--- src/rtl/sum_unfilter_pkg.sv ---
// rtl/sum_unfilter_pkg.sv - shared types for the two-tap sum inverse filter
package sum_unfilter_pkg;

    typedef enum logic {
        ST_EMPTY = 1'b0,
        ST_FULL  = 1'b1
    } out_state_e;

endpackage

--- src/rtl/sum_unfilter.sv ---
// rtl/sum_unfilter.sv - recovers x[n] = y[n] - x[n-1] from a two-tap summed stream
module sum_unfilter
    import sum_unfilter_pkg::*;
#(
    parameter int WIDTH = 16,
    parameter int CNT_W = 32
) (
    input  logic             clk_i,
    input  logic             rst_i,
    input  logic [WIDTH-1:0] data_i,
    input  logic             valid_i,
    output logic             ready_o,
    output logic [WIDTH-1:0] data_o,
    output logic             valid_o,
    input  logic             ready_i,
    input  logic [WIDTH-1:0] seed_i,
    input  logic             seed_valid_i,
    output logic [CNT_W-1:0] count_o
);

    out_state_e       state_q;
    logic [WIDTH-1:0] data_q;
    logic [WIDTH-1:0] hist_q;
    logic [CNT_W-1:0] count_q;

    logic             in_xfer;
    logic             out_xfer;
    logic [WIDTH-1:0] hist_eff;
    logic [WIDTH-1:0] data_d;

    assign valid_o  = (state_q == ST_FULL);
    assign ready_o  = !valid_o || ready_i;
    assign data_o   = data_q;
    assign count_o  = count_q;

    assign in_xfer  = valid_i && ready_o;
    assign out_xfer = valid_o && ready_i;

    // A seed arriving with a sample takes precedence over the stored history.
    assign hist_eff = seed_valid_i ? seed_i : hist_q;
    assign data_d   = data_i - hist_eff;

    always_ff @(posedge clk_i) begin
        if (rst_i) begin
            state_q <= ST_EMPTY;
            data_q  <= '0;
            hist_q  <= '0;
            count_q <= '0;
        end else begin
            if (in_xfer) begin
                data_q  <= data_d;
                hist_q  <= data_d;
                count_q <= count_q + CNT_W'(1);
            end else if (seed_valid_i) begin
                hist_q  <= seed_i;
            end

            case (state_q)
                ST_EMPTY: if (in_xfer)                state_q <= ST_FULL;
                ST_FULL:  if (out_xfer && !in_xfer)   state_q <= ST_EMPTY;
                default:                              state_q <= ST_EMPTY;
            endcase
        end
    end

endmodule

--- config.mk ---
export PLATFORM = sky130hd
export DESIGN_NAME = sum_unfilter
export DESIGN_NICKNAME = d
export VERILOG_FILES = /design/src/rtl/sum_unfilter_pkg.sv /design/src/rtl/sum_unfilter.sv
export SDC_FILE = /design/constraint.sdc
export NUM_CORES = 1
export LEC_CHECK = 0
export CELL_PAD_IN_SITES_DETAIL_PLACEMENT = 0
export CELL_PAD_IN_SITES_GLOBAL_PLACEMENT = 1
export CORE_MARGIN = 1
export CORE_UTILIZATION = 35
export CTS_CLUSTER_DIAMETER = 60
export DETAILED_ROUTE_END_ITERATION = 7
export GPL_TIMING_DRIVEN = 0
export PLACE_DENSITY_LB_ADDON = 0.1
export SLEW_MARGIN = 5
export SYNTH_ARGS = -nofsm -noshare
export SYNTH_HDL_FRONTEND = slang
export SYNTH_SLANG_ARGS = --single-unit
--- constraint.sdc ---
create_clock -name clk_i -period 5.5 [get_ports clk_i]
set_input_delay 0.825 -clock clk_i [delete_from_list [all_inputs] [get_ports clk_i]]
set_output_delay 0.825 -clock clk_i [all_outputs]
set_load 0.01 [all_outputs]
## Word-level counts from Yosys, hierarchy flattened

Index checks and enable logic that the tools add are counted.

| storage, ports and cells | value |
|---|---|
| flip-flop bits (word level) | 65 |
| bits of input ports | 37 |
| word-level logic and storage cells | 18 |

| operators by class | value |
|---|---|
| $add $sub $neg | 2 |
| multiplexer cells | 5 |
| bitwise operators | 1 |
| reductions and logical operators | 6 |

Operators by type and width:

| operator | count |
|---|---|
| 32-bit by 1-bit adder with 32-bit output, second input constant | 1 |
| 16-bit 2-to-1 mux | 2 |
| 16-bit subtractor | 1 |
| 1-bit logical AND | 3 |
| 1-bit logical NOT | 2 |
| 1-bit 2-to-1 mux | 2 |
| 1-bit case mux with 2 select lines | 1 |
| 1-bit logical OR | 1 |
| 1-bit NOT | 1 |

## Depth between registers and ports, before layout

| depth | value |
|---|---|
| depth in word-level cells | 7 |
| mapped depth | 13 |
| mapped depth without buffers | 11 |

## Worst setup path after synthesis

OpenSTA, ideal clock, no wires.

| path | value |
|---|---|
| kind | in2reg |
| from | in seed_valid_i |
| to | reg hist_q[15] |
| arrival time | 3,948 ps |
| data required time | 5,377 ps |
| setup slack | 1,429 ps |
| stages on the path | 11 |
| path buffers | 2 |
| cells stage by stage | clkbuf_1 > clkbuf_1 > mux2i_1 > ha_1 > nor2b_1 > o211ai_2 > a31oi_2 > a2111oi_4 > nor4_1 > or4b_1 > mux2_1 |

| between the ends | value |
|---|---|
| cells in the longest elaborated chain, start to end | 3 |

Ends and longest elaborated chain:

| element | line | source |
|---|---|---|
| start: declaration | sum_unfilter.sv:17 | `input logic seed_valid_i,` |
| 16-bit 2-to-1 mux * | - |  |
| 16-bit subtractor | sum_unfilter.sv:41 | `assign data_d = data_i - hist_eff;` |
| 16-bit 2-to-1 mux * | sum_unfilter.sv:50 | `if (in_xfer) begin` |
| end signal: assignment | sum_unfilter.sv:52 | `hist_q <= data_d;` |
| end signal: assignment | sum_unfilter.sv:55 | `hist_q <= seed_i;` |
| end: declaration | sum_unfilter.sv:23 | `logic [WIDTH-1:0] hist_q;` |

Mark *: on every way between the ends. The rest lies on a longest branch, timed or not.
A chain may end at the register's enable or synchronous reset.

## Worst setup path after layout

Same ends and word-level chain as after synthesis.

==> results.sh <==
export IMPL_outcome="finished clean"
export IMPL_finalCritPeriodShare_pct=78.3
export IMPL_pre_cts_slack_ns=0.795
export IMPL_worstSetupPathType="in2reg"
export IMPL_cts_tree="yes"
export IMPL_port_buffers=85
export IMPL_grt_use_total_pct=17.6
export IMPL_drc=0
export IMPL_synth_top_family_by_area="simple AND/OR/NAND/NOR gates"
export IMPL_die_w_um=100
export IMPL_n_antenna_cell=0
export IMPL_ios=87
export IMPL_cts_resized=0
export IMPL_path_max_fanout=10
export IMPL_peakVddDrop_mv=0.135
export IMPL_cts_root_buf="clkbuf_8"
export IMPL_synth_compound_area_share_pct=16.2
export IMPL_cts_sinks=65
export IMPL_syn2layout_area_growth_pct=36.9
export IMPL_min_period_ns=4.30
export IMPL_dpl_hpwl_mm=6.28
export IMPL_grt_pass1_vias=2993
export IMPL_synth_distinct_cells=52
export IMPL_initial_core_util_pct=36.4
export IMPL_multiInputGateArea_sq_um=1950
export IMPL_synth_warnings=0
export IMPL_layout_common_cells="clkdlybuf4s50_1, dfxtp_1, nand2_1, nor2_1, a21oi_1"
export IMPL_hold_viol=0
export IMPL_route_final_wire_length_mm=8.46
export IMPL_max_cap_viol_count=0
export IMPL_grt_max_degree=12
export IMPL_startpoint_type="primary input"
export IMPL_dieHeight_um=100
export IMPL_clock_path_buffers=2
export IMPL_cp_required_ns=5.72
export IMPL_final_area_sq_um=4620
export IMPL_yosysSeqAreaShare_pct=38.5
export IMPL_postSynthCellCount=391
export IMPL_synth_seq_cells=65
export IMPL_worstMarginPinSlew_ns=0.836
export IMPL_finClkSkew_ns=0.00812
export IMPL_muxShareOfSynthArea_pct=5.11
export IMPL_finalMaxSlewViolations=0
export IMPL_synth_adder_area_share_pct=6.89
export IMPL_fin_tns_setup_ns=0
export IMPL_firstDrtPassIters=4
export IMPL_dp_cells=605
export IMPL_regArea_sq_um=1300
export IMPL_gp_congestion=0.746
export IMPL_antenna_found_initial=0
export IMPL_core_area_sq_um=9280
export IMPL_syn_area_per_cell_sq_um=8.64
export IMPL_vias_per_cell=4.82
export IMPL_dieArea_sq_um=10000
export IMPL_leakagePower_nw=1.74
export IMPL_mappedNetlistArea_sq_um=3380
export IMPL_fin_ws_ns=1.20
export IMPL_cts_setup_buffers=0
export IMPL_clk_pin_slew_ns=0.07
export IMPL_grt_overflow_total=0
export IMPL_grt_pass1_wl_mm=13.8
export IMPL_postPlaceCellArea_sq_um=4390
export IMPL_drt_wirelength_per_cell_um=13.6
export IMPL_worst_setup_path_end_kind="flop"
export IMPL_synth_simple_gate_area_share_pct=20.4
export IMPL_cts_buffers=9
export IMPL_hold_buffers=0
export IMPL_num_vias=2996
export IMPL_setup_viol=0
export IMPL_cp_data_arrival_time_ns=4.52
export IMPL_final_common_cell="clkdlybuf4s50_1"
export IMPL_clock_latency_ns=0.34
export IMPL_hold_class="reg2reg"
export IMPL_max_freq_mhz=232
export IMPL_initialDrtViolationCount=31
export IMPL_power_density_nw_per_um2=285
export IMPL_syn_nets=446
export IMPL_grt_setup_unrepaired="no"
export IMPL_fin_nets=542
export IMPL_rows=35
export IMPL_synth_xor_xnor_area_share_pct=9.34
export IMPL_htree_num_levels=3
export IMPL_final_cell_count_no_fill=621
export IMPL_ant_nets=0
export IMPL_drive_gt1_share_pct=5.89
export IMPL_slew_headroom_pct=44.3
export IMPL_fillCellCount=919
==> cell usage after synthesis (all sizes together) <==
library cell,n,area (sq um)
nor3b,1,7.51
and3,6,47.5
nand2b,9,56.3
mux2i,15,150
inv,14,52.6
and4,3,26.3
a31o,1,8.76
o221a,1,11.3
dfxtp,65,1300
o31ai,1,7.51
nor3,2,15.0
xor2,15,131
nand2,43,161
nand4,5,31.3
a31oi,2,18.8
nor4,2,12.5
fa,1,20.0
or2b,1,7.51
clkbuf,13,48.8
nor2b,4,25.0
a41oi,1,8.76
nand3b,1,7.51
or4b,1,10.0
o21a,5,37.5
or3,8,50.1
or2,1,6.26
o21ai,20,100
a221oi,1,8.76
a21oi,36,195
nor2,38,143
o211ai,2,20.0
buf,3,20.0
o22ai,4,25.0
o31a,1,8.76
a2111oi,1,27.5
o221ai,1,15.0
ha,17,213
xnor2,21,184
a21boi,1,7.51
mux2,2,22.5
nand3,15,75.1
and2,1,6.26
a21o,6,45.0
==> area by class of cell <==
cell class	instances	area share, %
Multi-Input combinational cell	296	42.3
Sequential cell	65	28.1
Timing Repair Buffer	85	18.4
Tap cell	129	3.49
Clock buffer	11	2.84
Clock inverter	5	2.25
Buffer	16	1.49
Inverter	14	1.14
==> kinds of logic after synthesis <==
family	Yosys count
buffers and inverters	30
multiplexers	17
XOR/XNOR	36
AND/OR/NAND/NOR	141
flip-flops	65
adder cells (fa/ha/maj)	18
AO/OA/AOI/OAI	84
==> sequential cells by signal (all words and copies together) (netlist names) <==
signal   flops
count_o     32
data_o      16
hist_q      16
valid_o      1
==> worst paths after layout <==
check,slack (ns),endpoint,from,cells after the start
worst max-delay path,1.20,hist_q[15],seed_valid_i,11
worst max register to register,2.63,hist_q[15],hist_q[1],9
worst min register to register,0.44,data_o[7],data_o[7],2
worst min-delay path,0.44,data_o[7],data_o[7],2
==> worst max-delay path, cell delays in order <==
cell	delay, ns
clkbuf_1	0.39
clkbuf_1	0.69
mux2i_1	0.40
ha_1	0.29
nor2b_1	0.15
o211ai_2	0.18
a31oi_2	0.21
a2111oi_4	0.40
nor4_1	0.11
or4b_1	0.53
mux2_1	0.33
==> layer usage <==
layer  up-vias  global-route usage, %  part of all wire (%)
li1       1547                      -                     -
met1      1383                   21.0                    46
met2        61                   30.3                    49
met3         5                   4.32                   4.6
met4         0                   6.69                  0.83
met5         -                      0                     0
==> stage by stage <==
step	util, %	total power [mW]	hold WS, ns
after CTS	49.8	1.34	0.446
after global routing	49.8	1.39	0.485
after detailed placement	47.3	0.841	0.434
after global placement	47.3	0.838	0.430
final	49.8	1.32	0.442
after floorplan	-	0.732	0.467
==> power by group <==
part	total, mW	internal, mW	switching [mW]
Clock	0.489	0.302	0.187
Sequential	0.519	0.505	0.0138
Combinational	0.308	0.154	0.154
(Power assumes the default switching activity.)
